--- src/rtl/dma_sched_pkg.sv ---
// Shared types and constants for the DMA burst scheduler family.
// Default widths match the standard 40-bit address, 128-bit data configuration.
package dma_sched_pkg;

    localparam int DEF_ADDR_BITS    = 40;
    localparam int DEF_BEAT_BITS    = 32;
    localparam int DEF_AXI_LEN_BITS = 8;
    localparam int DEF_SIZE         = 4;
    localparam int DEF_MAX_BURST    = 256;
    localparam int DEF_ISSUE_LIMIT  = 16;
    localparam int DEF_CNT_BITS     = 5;

    // AXI bursts may not cross a 4 KB page.
    localparam int                   BOUNDARY_BITS  = 12;
    localparam logic [BOUNDARY_BITS:0] BOUNDARY_BYTES = 13'h1000;

    typedef logic [DEF_ADDR_BITS-1:0]    adr_t;
    typedef logic [DEF_BEAT_BITS-1:0]    beats_t;
    typedef logic [DEF_AXI_LEN_BITS-1:0] axlen_t;
    typedef logic [DEF_CNT_BITS-1:0]     cnt_t;

    typedef enum logic [1:0] {
        S_IDLE  = 2'd0,
        S_CALC  = 2'd1,
        S_ISSUE = 2'd2,
        S_DRAIN = 2'd3
    } state_e;

endpackage

--- src/rtl/dma_burst_len_calc.sv ---
// Combinational burst sizing: min(remaining, MAX_BURST, beats left in the 4 KB page).
// Shared by the read- and write-side schedulers.
module dma_burst_len_calc
    import dma_sched_pkg::*;
#(
    parameter int BEAT_BITS = DEF_BEAT_BITS,
    parameter int SIZE      = DEF_SIZE,
    parameter int MAX_BURST = DEF_MAX_BURST
) (
    input  logic [BEAT_BITS-1:0]     remaining_i,
    input  logic [BOUNDARY_BITS-1:0] addr_low_i,
    output logic [BEAT_BITS-1:0]     burst_o
);

    logic [BOUNDARY_BITS:0] bnd_bytes;
    logic [BEAT_BITS-1:0]   bnd_beats;
    logic [BEAT_BITS-1:0]   cap;

    always_comb begin
        // addr_low_i is beat-aligned, so the shift is exact and never yields 0.
        bnd_bytes = BOUNDARY_BYTES - {1'b0, addr_low_i};
        bnd_beats = BEAT_BITS'(bnd_bytes >> SIZE);
        cap       = (bnd_beats < BEAT_BITS'(MAX_BURST)) ? bnd_beats : BEAT_BITS'(MAX_BURST);
        burst_o   = (remaining_i < cap) ? remaining_i : cap;
    end

endmodule

--- src/rtl/dma_burst_scheduler.sv ---
// Splits one DMA job into AXI-legal bursts, issues them with an outstanding-burst
// limit, and signals job completion once every issued burst has been retired.
module dma_burst_scheduler
    import dma_sched_pkg::*;
#(
    parameter int ADDR_BITS    = DEF_ADDR_BITS,
    parameter int BEAT_BITS    = DEF_BEAT_BITS,
    parameter int AXI_LEN_BITS = DEF_AXI_LEN_BITS,
    parameter int SIZE         = DEF_SIZE,
    parameter int MAX_BURST    = DEF_MAX_BURST,
    parameter int ISSUE_LIMIT  = DEF_ISSUE_LIMIT,
    parameter int CNT_BITS     = DEF_CNT_BITS
) (
    input  logic                    clk,
    input  logic                    reset,
    input  logic [ADDR_BITS-1:0]    s_cmd_addr,
    input  logic [BEAT_BITS-1:0]    s_cmd_beats,
    input  logic                    s_cmd_valid,
    output logic                    s_cmd_ready,
    output logic [ADDR_BITS-1:0]    m_issue_addr,
    output logic [AXI_LEN_BITS-1:0] m_issue_len,
    output logic                    m_issue_valid,
    input  logic                    m_issue_ready,
    input  logic                    s_done_valid,
    output logic                    busy,
    output logic                    job_done,
    output logic [CNT_BITS-1:0]     issue_cnt
);

    state_e                  state_q, state_d;
    logic [ADDR_BITS-1:0]    cur_addr_q, cur_addr_d;
    logic [ADDR_BITS-1:0]    issue_addr_q, issue_addr_d;
    logic [AXI_LEN_BITS-1:0] issue_len_q, issue_len_d;
    logic [BEAT_BITS-1:0]    remaining_q, remaining_d;
    logic [BEAT_BITS-1:0]    burst_q, burst_d;
    logic [BEAT_BITS-1:0]    calc_burst;
    logic [CNT_BITS-1:0]     cnt_q, cnt_d;
    logic                    ready_q, ready_d;
    logic                    done_q, done_d;
    logic                    cmd_hs, issue_hs, can_issue, cnt_inc, cnt_dec;

    dma_burst_len_calc #(
        .BEAT_BITS (BEAT_BITS),
        .SIZE      (SIZE),
        .MAX_BURST (MAX_BURST)
    ) u_len_calc (
        .remaining_i (remaining_q),
        .addr_low_i  (cur_addr_q[BOUNDARY_BITS-1:0]),
        .burst_o     (calc_burst)
    );

    assign can_issue     = cnt_q < CNT_BITS'(ISSUE_LIMIT);
    assign m_issue_valid = (state_q == S_ISSUE) && can_issue;
    assign issue_hs      = m_issue_valid && m_issue_ready;
    assign cmd_hs        = s_cmd_valid && ready_q;

    // A completion with nothing outstanding is dropped unless it cancels a same-cycle issue.
    assign cnt_inc = issue_hs;
    assign cnt_dec = s_done_valid && ((cnt_q != '0) || cnt_inc);

    always_comb begin
        state_d      = state_q;
        cur_addr_d   = cur_addr_q;
        remaining_d  = remaining_q;
        burst_d      = burst_q;
        issue_addr_d = issue_addr_q;
        issue_len_d  = issue_len_q;
        done_d       = 1'b0;
        case (state_q)
            S_IDLE: begin
                if (cmd_hs) begin
                    cur_addr_d  = {s_cmd_addr[ADDR_BITS-1:SIZE], {SIZE{1'b0}}};
                    remaining_d = s_cmd_beats;
                    state_d     = S_CALC;
                end
            end
            S_CALC: begin
                if (remaining_q == '0) begin
                    state_d = S_DRAIN;
                end else begin
                    issue_addr_d = cur_addr_q;
                    issue_len_d  = AXI_LEN_BITS'(calc_burst - 1'b1);
                    burst_d      = calc_burst;
                    state_d      = S_ISSUE;
                end
            end
            S_ISSUE: begin
                if (issue_hs) begin
                    cur_addr_d  = cur_addr_q + (ADDR_BITS'(burst_q) << SIZE);
                    remaining_d = remaining_q - burst_q;
                    state_d     = S_CALC;
                end
            end
            S_DRAIN: begin
                if (cnt_q == '0) begin
                    done_d  = 1'b1;
                    state_d = S_IDLE;
                end
            end
            default: state_d = S_IDLE;
        endcase

        // Ready is held low during the job_done cycle so it rises one cycle later.
        ready_d = (state_d == S_IDLE) && !done_d;

        cnt_d = cnt_q;
        if (cnt_inc && !cnt_dec) begin
            cnt_d = cnt_q + 1'b1;
        end else if (cnt_dec && !cnt_inc) begin
            cnt_d = cnt_q - 1'b1;
        end
    end

    always_ff @(posedge clk) begin
        if (reset) begin
            state_q      <= S_IDLE;
            cur_addr_q   <= '0;
            remaining_q  <= '0;
            burst_q      <= '0;
            issue_addr_q <= '0;
            issue_len_q  <= '0;
            cnt_q        <= '0;
            ready_q      <= 1'b0;
            done_q       <= 1'b0;
        end else begin
            state_q      <= state_d;
            cur_addr_q   <= cur_addr_d;
            remaining_q  <= remaining_d;
            burst_q      <= burst_d;
            issue_addr_q <= issue_addr_d;
            issue_len_q  <= issue_len_d;
            cnt_q        <= cnt_d;
            ready_q      <= ready_d;
            done_q       <= done_d;
        end
    end

    assign s_cmd_ready  = ready_q;
    assign m_issue_addr = issue_addr_q;
    assign m_issue_len  = issue_len_q;
    assign busy         = (state_q != S_IDLE);
    assign job_done     = done_q;
    assign issue_cnt    = cnt_q;

endmodule

--- config.mk ---
export PLATFORM = sky130hd
export DESIGN_NAME = dma_burst_scheduler
export DESIGN_NICKNAME = d
export VERILOG_FILES = /design/src/rtl/dma_sched_pkg.sv /design/src/rtl/dma_burst_len_calc.sv /design/src/rtl/dma_burst_scheduler.sv
export SDC_FILE = /design/constraint.sdc
export NUM_CORES = 1
export LEC_CHECK = 0
export BUFFER_PORTS_ARGS = -buffer_cell sky130_fd_sc_hd__buf_2
export CAP_MARGIN = 20
export CORE_ASPECT_RATIO = 0.5
export CORE_MARGIN = 4
export CORE_UTILIZATION = 50
export DETAILED_ROUTE_END_ITERATION = 6
export PLACE_DENSITY_LB_ADDON = 0.3
export SYNTH_ARGS = -nofsm -noshare
export SYNTH_HDL_FRONTEND = slang
export SYNTH_SLANG_ARGS = --single-unit
--- constraint.sdc ---
create_clock -name clk -period 6.58 [get_ports clk]
set_input_delay 0.658 -clock clk [delete_from_list [all_inputs] [get_ports clk]]
set_output_delay 0.658 -clock clk [all_outputs]
set_load 0.005 [all_outputs]
==> results of run 1 <==
[worst min-delay path, delay by kind of cell (launching register included)]
| family | cells | cell delay (ns) |
|---|---|---|
| DFF | 1 | 0.31 |
| and+or+nand+nor | 1 | 0.05 |
| AOI/OAI and AO/OA | 1 | 0.05 |
[cell usage after synthesis (all sizes together), types with 7 or more instances]
cell type / number / area, um^2
nor4: 11 / 75.1
inv: 58 / 218
nor2: 107 / 404
or3: 9 / 56.3
nand2b: 9 / 56.3
nand4: 11 / 68.8
a31oi: 16 / 100
nand2: 199 / 747
xor2: 32 / 280
nand3: 27 / 135
a211oi: 32 / 250
and3: 10 / 62.6
a211o: 7 / 61.3
o21ai: 58 / 290
a21o: 37 / 279
xnor2: 33 / 289
nor2b: 11 / 68.8
dfxtp: 153 / 3060
buf: 19 / 108
clkbuf: 64 / 240
a311oi: 23 / 201
ha: 78 / 976
nor3: 50 / 250
o21a: 11 / 82.6
o211ai: 9 / 67.6
a221oi: 13 / 138
a21oi: 132 / 668
[worst paths after layout]
kind / end / slack [ns] / cells past startpoint
max: m_issue_len[6] / 2.04 / 20
min: m_issue_addr[15] / 0.45 / 2
max reg2reg: m_issue_len[6] / 2.04 / 20
min reg2reg: m_issue_addr[15] / 0.45 / 2
[cell type report]
class	instances	area, um^2	share of cell area [%]
clock buffers	21	470	4.19
inverters	59	221	1.97
repair buffers	135	703	6.26
flip-flops and latches	153	3060	27.3
well taps	266	333	2.96
clock inverters	11	72.6	0.646
multi-input cells	1004	6370	56.7
[power breakdown]
part | leakage [nW] | internal (mW) | switching, mW
clock | 0.261 | 0.510 | 0.414
sequential | 1.24 | 1.15 | 0.255
combinational | 3.32 | 1.45 | 2.17
total | 4.82 | 3.12 | 2.84
[state kept, by name (all words and copies together) (netlist names)]
register and flops:
cur_addr_q 36, m_issue_addr 36, burst_q 32, remaining_q 32, m_issue_len 8, issue_cnt 5
state_q 2, job_done 1, s_cmd_ready 1
[routing by layer]
layer	track usage (%)	routed length [um]	up-vias	part of all wire, %
li1	-	-	4793	-
met1	34.6	13500	4615	47
met2	41.9	13300	274	46
met3	4.60	1500	46	5.2
met4	8.15	530	0	1.8
met5	0	0	-	0
[logic make-up (layout without fill, tap and decap cells)]
family | after synthesis | after routing | share of synthesized area [%]
AND/OR/NAND/NOR | 469 | 469 | 21.2
other | 1 | 4 | 0.0376
buffers and inverters | 142 | 226 | 5.71
AO/OA/AOI/OAI | 382 | 382 | 26.0
multiplexers | 3 | 3 | 0.301
flip-flops | 153 | 153 | 30.7
XOR/XNOR | 65 | 65 | 5.71
adder cells (fa/ha/maj) | 81 | 81 | 10.4
[metrics by stage]
stage	cell area [um^2]	instances
3_3_place_gp	10700	1617
5_1_grt	11200	1649
2_1_floorplan	9990	1299
4_1_cts	11200	1649
6_report	11200	1649
3_5_place_dp	10700	1617
==> results.md, run 1 <==
* Run status: completed
* Post-synth EDFFs at 0
* Pwr per Cell Area at 530 nW/um^2
* Fmax at 220 MHz
* Final Setup Violations at 0
* Via-to-Cell Ratio at 5.90
* Crit path buffers/inverters at 3
* Hold Fails Final Rpt at 0
* Largest buffer count on any clock path at 2
* Critical path peak fanout at 24
* Via count at 9,728
* Layout net count at 1,528
* Most used DFF post-synth: dfxtp_1
* Sinks on Clock Net at 153
* Yosys warns at 0
* Initial antenna violation count at 1
* Final setup TNS at 0 ns
* Min Clock Period, post-route at 4.54 ns
* Die area at 22,400 um^2
* Final worst slack at 2.04 ns
* Hold slack at 0.449 ns
* Slew Limit Fails at 0
* Layout Skew at 0.0112 ns
* Slowest CP cell: or3_1
* Kind of end point of the critical path: flop
* Diodes inserted at 0
* Worst Hold Class: flop to flop
* Port Buf Inserts at 125
* Final Wtd Congestion at 0.877
* # rows at 36
* # resized after CTS at 0
* Final antenna-violating net count at 0
* Post-Syn Area at 9980 um^2
* Asr flop ratio synth at 0%
* CTS tree: yes
* Die W at 208 um
* Pre-CTS setup slack at 2.12 ns
* GR Overflow Total at 0
* Routed wire length at 28,800 um
* Fin util at 57.6%
* Dpl hpwl at 20,900 um
* I/O pins at 134
* Share of cells above drive strength 1 at 13.8%
* 1st-iter DRT viols at 599
* Worst path cell trace: inv_1 > ha_1 > or3b_1 > or3_1 > nand3_1 > ha_1 > o21ai_0 > nand2b_1 > a21oi_1 > nor4bb_1 > a21oi_2 > buf_4 > a21oi_1 > ha_1 > inv_1 > nor3_1 > nand2_1 > xor2_1 > o211ai_1 > a21oi_1
* Final cycle utilization of the critical path at 69.0%
* Avg WL per Cell at 17.5 um
* Vias in the first global route at 9,454
* Die H at 108 um
* Most common cell after layout, fill and taps aside: nand2_1
* CTS buffer count at 17
* CP required at 6.88 ns
* # fillers at 1,874
* Maximum vdd drop at 0.260 mV
* H-tree levels at 4
* Layout area overhead at 12.6%
* Starting Density at 51.2%
* Root Driver: clkbuf_16
* Slowest stage delay, CP at 0.51 ns
* Mean Syn Cell Area at 7.70 um^2
* Post-CTS setup buffers at 0
* Clk slew on worst S/H paths at 0.06 ns
* Slew @ Worst Pin at 0.935 ns
* CP top delay family: simple AND/OR/NAND/NOR gates
* Crit path launch: cur_addr_q[4]
* DRT Pass-1 Iters at 5
* Mapped Cells at 1,296
* Critical path class: flop to flop
* GRT Resource Usage Total at 25.6%
* Lkg Pwr at 4.82 nW
* First-pass GRT wire length at 47,400 um
* Largest net degree at the start of global routing at 87
* Worst-Skew Late Latency at 0.44 ns
* Hold_sp: m_issue_addr[15]
* Final Power at 5.96 mW
* Hold-fix buffers at CTS at 0
* Synth unique cells at 80
* Post-synthesis register bit count at 153
* Reg-to-reg startpoint: cur_addr_q[4]
* RSZ-0062 raised after global routing: no
* CP Data Arrival Time at 4.83 ns
* Register area share after synthesis at 30.7%
* Core area at 19,500 um^2
* Most frequent cells in the layout: nand2_1 (198), dfxtp_1 (153), a21oi_1 (130)
* Max_cap viols at 0
* CP Launch Type: flop
* Relative slew margins at 37.7%
* # DRC at 0
(Power assumes the default switching activity.)
==> run 2, diff against run 1 <==
==> constraint.sdc (replaced) <==
create_clock -name clk -period 3.7 [get_ports clk]
set_input_delay 0.37 -clock clk [delete_from_list [all_inputs] [get_ports clk]]
set_output_delay 0.37 -clock clk [all_outputs]
set_load 0.005 [all_outputs]
==> run 2 against run 1 <==
Effect of this change:
- critical path depth fell by 1
- register-to-register slack got worse by 1.9 ns
- clock power rose by 93%
- utilization rose by 2.5 points
- maximum frequency rose by 26%
- combinational power rose by 100%
- critical endpoint unchanged
==> results.md, run 2 (synthesized netlist as in run 1, its figures left out) <==
* Maximum vdd drop at 0.519 mV
* Worst Hold Class: primary input to flop
* Share of cells above drive strength 1 at 17.5%
* CTS buffer count at 17
* GRT Resource Usage Total at 25.9%
* # DRC at 0
* Internal at 6.18 mW
* Layout Skew at 0.00994 ns
* Initial antenna violation count at 0
* Die area at 22,400 um^2
* Port Buf Inserts at 125
* CP Launch Type: flop
* Relative slew margins at 31.7%
* Via-to-Cell Ratio at 5.87
* Final Setup Violations at 0
* Dpl hpwl at 22,000 um
* Layout net count at 1,559
* Slew @ Worst Pin at 1.02 ns
* First-pass GRT wire length at 47,600 um
* Largest net degree at the start of global routing at 74
* Most frequent cells in the layout: nand2_1 (197), dfxtp_1 (151), a21oi_1 (128)
* Run status: completed
* Critical path class: flop to flop
* Lkg Pwr at 5.04 nW
* Kind of end point of the critical path: flop
* Final Wtd Congestion at 0.923
* Layout area overhead at 17.5%
* CP required at 4.00 ns
* Root Driver: clkbuf_16
* Die W at 208 um
* Final setup TNS at 0 ns
* RSZ-0062 raised after global routing: yes
* 1st-iter DRT viols at 772
* Hold-fix buffers at CTS at 0
* Slew Limit Fails at 0
* Routed wire length at 29,600 um
* Final Power at 11.6 mW
* DRT Pass-1 Iters at 5
* Final antenna-violating net count at 0
* Sinks on Clock Net at 153
* Diodes inserted at 0
* Clk slew on worst S/H paths at 0.07 ns
* Final cycle utilization of the critical path at 97.0%
* Via count at 9,855
* Hold Fails Final Rpt at 0
* Critical path peak fanout at 7
* Clock power frac at 15.4%
* Pwr per Cell Area at 986 nW/um^2
* Core area at 19,500 um^2
* Combinational share of power at 63.1%
* Switching Fraction at 46.5%
* Die H at 108 um
* GR Overflow Total at 0
* CTS tree: yes
* Seq pwr share at 21.5%
* Min Clock Period, post-route at 3.59 ns
* Starting Density at 51.2%
* H-tree levels at 4
* Largest buffer count on any clock path at 2
* # rows at 36
* Worst-Skew Late Latency at 0.44 ns
* Fmax at 279 MHz
* P_sw at 5.38 mW
* Fin util at 60.1%
* Most common cell after layout, fill and taps aside: nand2_1
* I/O pins at 134
* Avg WL per Cell at 17.6 um
* Vias in the first global route at 9,467
* Max_cap viols at 0
* CP Data Arrival Time at 3.89 ns
==> run 2: final timing paths <==
| path | start | cells after the start | endpoint | slack (ns) |
|---|---|---|---|---|
| hold / removal | s_cmd_beats[15] | 3 | remaining_q[15] | 0.19 |
| setup / recovery | cur_addr_q[5] | 19 | m_issue_len[6] | 0.11 |
| setup reg to reg | cur_addr_q[5] | 19 | m_issue_len[6] | 0.11 |
| hold reg to reg | m_issue_len[5] | 2 | m_issue_len[5] | 0.45 |
==> run 2: timing repair <==
action | CTS | global route
setup buffers | 2 | 2
setup endpoints to repair | 2 | 8
gates resized for setup | 5 | 26
pin swaps | 3 | 12
==> run 2: area by class of cell <==
cell class,instances,area (um^2)
Clock inverter,13,146
Inverter,59,221
Tap cell,266,333
Fill cell,1769,7780
Clock buffer,19,443
Multi-Input combinational cell,1004,6540
Sequential cell,153,3070
Timing Repair Buffer,166,968
==> run 2: through the flow <==
stage,setup slack (ns),area [um^2],cells,hold slack (ns)
floorplan,0.0147,10000,1299,0.446
global placement,0.0533,11000,1644,0.439
detailed placement,-0.101,11000,1644,0.445
CTS,0.00659,11600,1678,0.177
global route,-0.0892,11700,1680,0.199
finish,0.110,11700,1680,0.191
==> run 2: worst max-delay path: stages, from the launching register on <==
cell,delay (ns)
dfxtp_4,0.37
inv_2,0.06
ha_1,0.13
or3b_4,0.38
or3_4,0.45
nand3_4,0.12
ha_4,0.20
a21o_1,0.16
a211oi_2,0.17
nand2_1,0.11
a21oi_4,0.25
nor2_2,0.09
a21oi_4,0.16
ha_4,0.16
inv_2,0.04
nor3_4,0.12
nand2_1,0.09
xor2_1,0.14
o211ai_1,0.16
a21oi_1,0.08
==> run 2: layer usage <==
metal / share of wire [%] / global-route usage (%)
met4: 2.2 / 8.48
met1: 47 / 34.8
met5: 0 / 0
met2: 46 / 42.7
met3: 4.6 / 4.40
==> run 2: power by group through the flow <==
stage	sequential (mW)	combinational (mW)	clock, mW
3_3_place_gp	2.48	6.65	0
3_5_place_dp	2.50	6.83	0
5_1_grt	2.53	8.04	1.87
4_1_cts	2.47	6.92	1.80
6_report	2.48	7.29	1.78
2_1_floorplan	2.39	5.10	0
==> run 3, diff against run 2 <==
--- a/config.mk
+++ b/config.mk
@@ -11,6 +11,7 @@
 export CORE_MARGIN = 4
 export CORE_UTILIZATION = 50
 export DETAILED_ROUTE_END_ITERATION = 6
+export GPL_TIMING_DRIVEN = 0
 export PLACE_DENSITY_LB_ADDON = 0.3
 export SYNTH_ARGS = -nofsm -noshare
 export SYNTH_HDL_FRONTEND = slang
==> constraint.sdc (replaced) <==
create_clock -name clk -period 3.7 [get_ports clk]
set_input_delay 0.37 -clock clk [delete_from_list [all_inputs] [get_ports clk]]
set_output_delay 0.37 -clock clk [all_outputs]
set_load 0.05 [all_outputs]
==> run 3 against run 2 <==
Effect of this change:
- the run now ends with setup timing left
- sequential cell count is the same
- final cell count up 4.0%
- setup slack got worse by 0.29 ns
- power is 9.7% higher
- sequential power is 3% higher
- final area up 2.4%
- via count up 8.2%
- combinational power increased by 14%
- utilization up 1.5 points
- hold slack improved by 0.00060 ns
- clock skew decreased by 0.00078 ns
- global-route usage grew 6.2 points
- critical endpoint unchanged
- highest routed layer unchanged
==> results.md, run 3 (synthesized netlist as in run 1, its figures left out) <==
* Port Buf Inserts at 125
* CP required at 3.98 ns
* Routed wire length at 36,900 um
* Min Clock Period, post-route at 3.88 ns
* Clk slew on worst S/H paths at 0.07 ns
* Slew Limit Fails at 0
* Fin util at 61.6%
* Lkg Pwr at 5.12 nW
* Placed Area at 11,000 um^2
* Seq pwr share at 20.1%
* Layout net count at 1,627
* Clock power frac at 14.6%
* CP Data Arrival Time at 4.16 ns
* Vias in the first global route at 10,100
* Worst-Skew Late Latency at 0.44 ns
* Critical path class: flop to flop
* GRT Resource Usage Total at 32.1%
* Largest net degree at the start of global routing at 17
* Dpl hpwl at 27,200 um
* Avg WL per Cell at 21.1 um
* Internal at 6.36 mW
* I/O pins at 134
* Pwr per Cell Area at 1060 nW/um^2
* Largest buffer count on any clock path at 2
* Final worst slack at -0.183 ns
* Via-to-Cell Ratio at 6.10
* Die W at 208 um
* Worst Hold Class: primary input to flop
* Slew @ Worst Pin at 1.00 ns
* Via count at 10,700
* RSZ-0062 raised after global routing: yes
* Maximum vdd drop at 0.489 mV
* Final cycle utilization of the critical path at 105%
* Failing checks: setup timing
* H-tree levels at 4
* Critical path peak fanout at 7
* Die area at 22,400 um^2
* Core area at 19,500 um^2
* Final setup TNS at -0.250 ns
* Most common cell after layout, fill and taps aside: nand2_1
* Initial antenna violation count at 0
* Fmax at 258 MHz
* Combinational share of power at 65.3%
* # DRC at 0
* Final Wtd Congestion at 0.970
* Starting Density at 51.2%
* Relative slew margins at 33.1%
* Run status: finished, violations left
* Sinks on Clock Net at 153
* CTS buffer count at 17
* First-pass GRT wire length at 55,800 um
* Share of cells above drive strength 1 at 17.2%
* DRT Pass-1 Iters at 6
* Layout Skew at 0.00916 ns
* Max_cap viols at 0
* Final antenna-violating net count at 0
* Switching Fraction at 49.8%
* Kind of end point of the critical path: flop
* Hold Fails Final Rpt at 0
* Final Cell Area at 12,000 um^2
* 1st-iter DRT viols at 1,198
* Diodes inserted at 0
* P_sw at 6.32 mW
* CP Launch Type: flop
* Root Driver: clkbuf_16
* CTS tree: yes
* Hold depth at 3
* Worst-case reg-to-reg path depth at 21
* Die H at 108 um
* Layout area overhead at 20.3%
* Most frequent cells in the layout: nand2_1 (196), dfxtp_1 (150), buf_2 (129)
* Final Setup Violations at 2
* GR Overflow Total at 0
* # rows at 36
[run 3: final cells by class]
type / count / area, um^2
fill: 1769 / 7500
multi-input combinational: 1004 / 6580
timing repair buffer: 153 / 840
clock buffer: 20 / 457
clock inverter: 12 / 148
tap: 266 / 333
sequential: 153 / 3070
buffer: 81 / 345
inverter: 59 / 228
[run 3: what timing repair did]
| action | CTS | global route |
|---|---|---|
| pin swaps | 17 | 20 |
| gates resized for setup | 33 | 21 |
| buffers inserted | 19 | 11 |
| hold endpoints to repair | 0 | 0 |
| hold buffers | 0 | 0 |
| setup endpoints to repair | 7 | 27 |
[run 3: power by group through the flow]
stage	registers, mW	logic (mW)	clock network [mW]
after global routing	2.59	8.94	1.92
after CTS	2.52	7.82	1.85
after detailed placement	2.55	7.23	0
after floorplan	2.73	5.15	0
after global placement	2.53	7.06	0
final	2.55	8.28	1.85
[run 3: worst paths after layout]
path,from,endpoint,slack (ns)
min reg2reg,m_issue_len[5],m_issue_len[5],0.45
min,s_cmd_beats[21],remaining_q[21],0.19
max reg2reg,cur_addr_q[5],m_issue_len[6],-0.18
max,cur_addr_q[5],m_issue_len[6],-0.18
[run 3: critical path, stage by stage, from the launching register on]
cell      delay [ns]
dfxtp_4         0.36
inv_4           0.06
ha_4            0.12
or3b_4          0.41
or3_4           0.42
nand3_4         0.12
ha_4            0.21
a21o_1          0.16
a211oi_2        0.16
nand2_1         0.11
a21oi_4         0.18
buf_6           0.14
nor3_4          0.04
a21oi_2         0.15
ha_2            0.24
inv_2           0.06
buf_4           0.13
nor2_2          0.11
xnor2_1         0.14
nand2_1         0.08
o211ai_1        0.17
a21oi_1         0.11
[run 3: layer usage]
layer	vias up	part of all wire [%]	GRT usage, %
li1	4984	-	-
met1	5073	44	43.6
met2	523	44	50.6
met3	84	9.2	6.55
met4	0	3.3	12.1
met5	-	0	0
[run 3: metrics by stage]
step	setup WS, ns	hold WS [ns]	total power [mW]	cells
2_1_floorplan	0.0147	0.446	7.88	1299
3_3_place_gp	-0.615	0.439	9.59	1690
3_5_place_dp	-0.678	0.441	9.78	1690
4_1_cts	-0.238	0.186	12.2	1740
5_1_grt	-0.362	0.196	13.5	1748
6_report	-0.183	0.192	12.7	1748
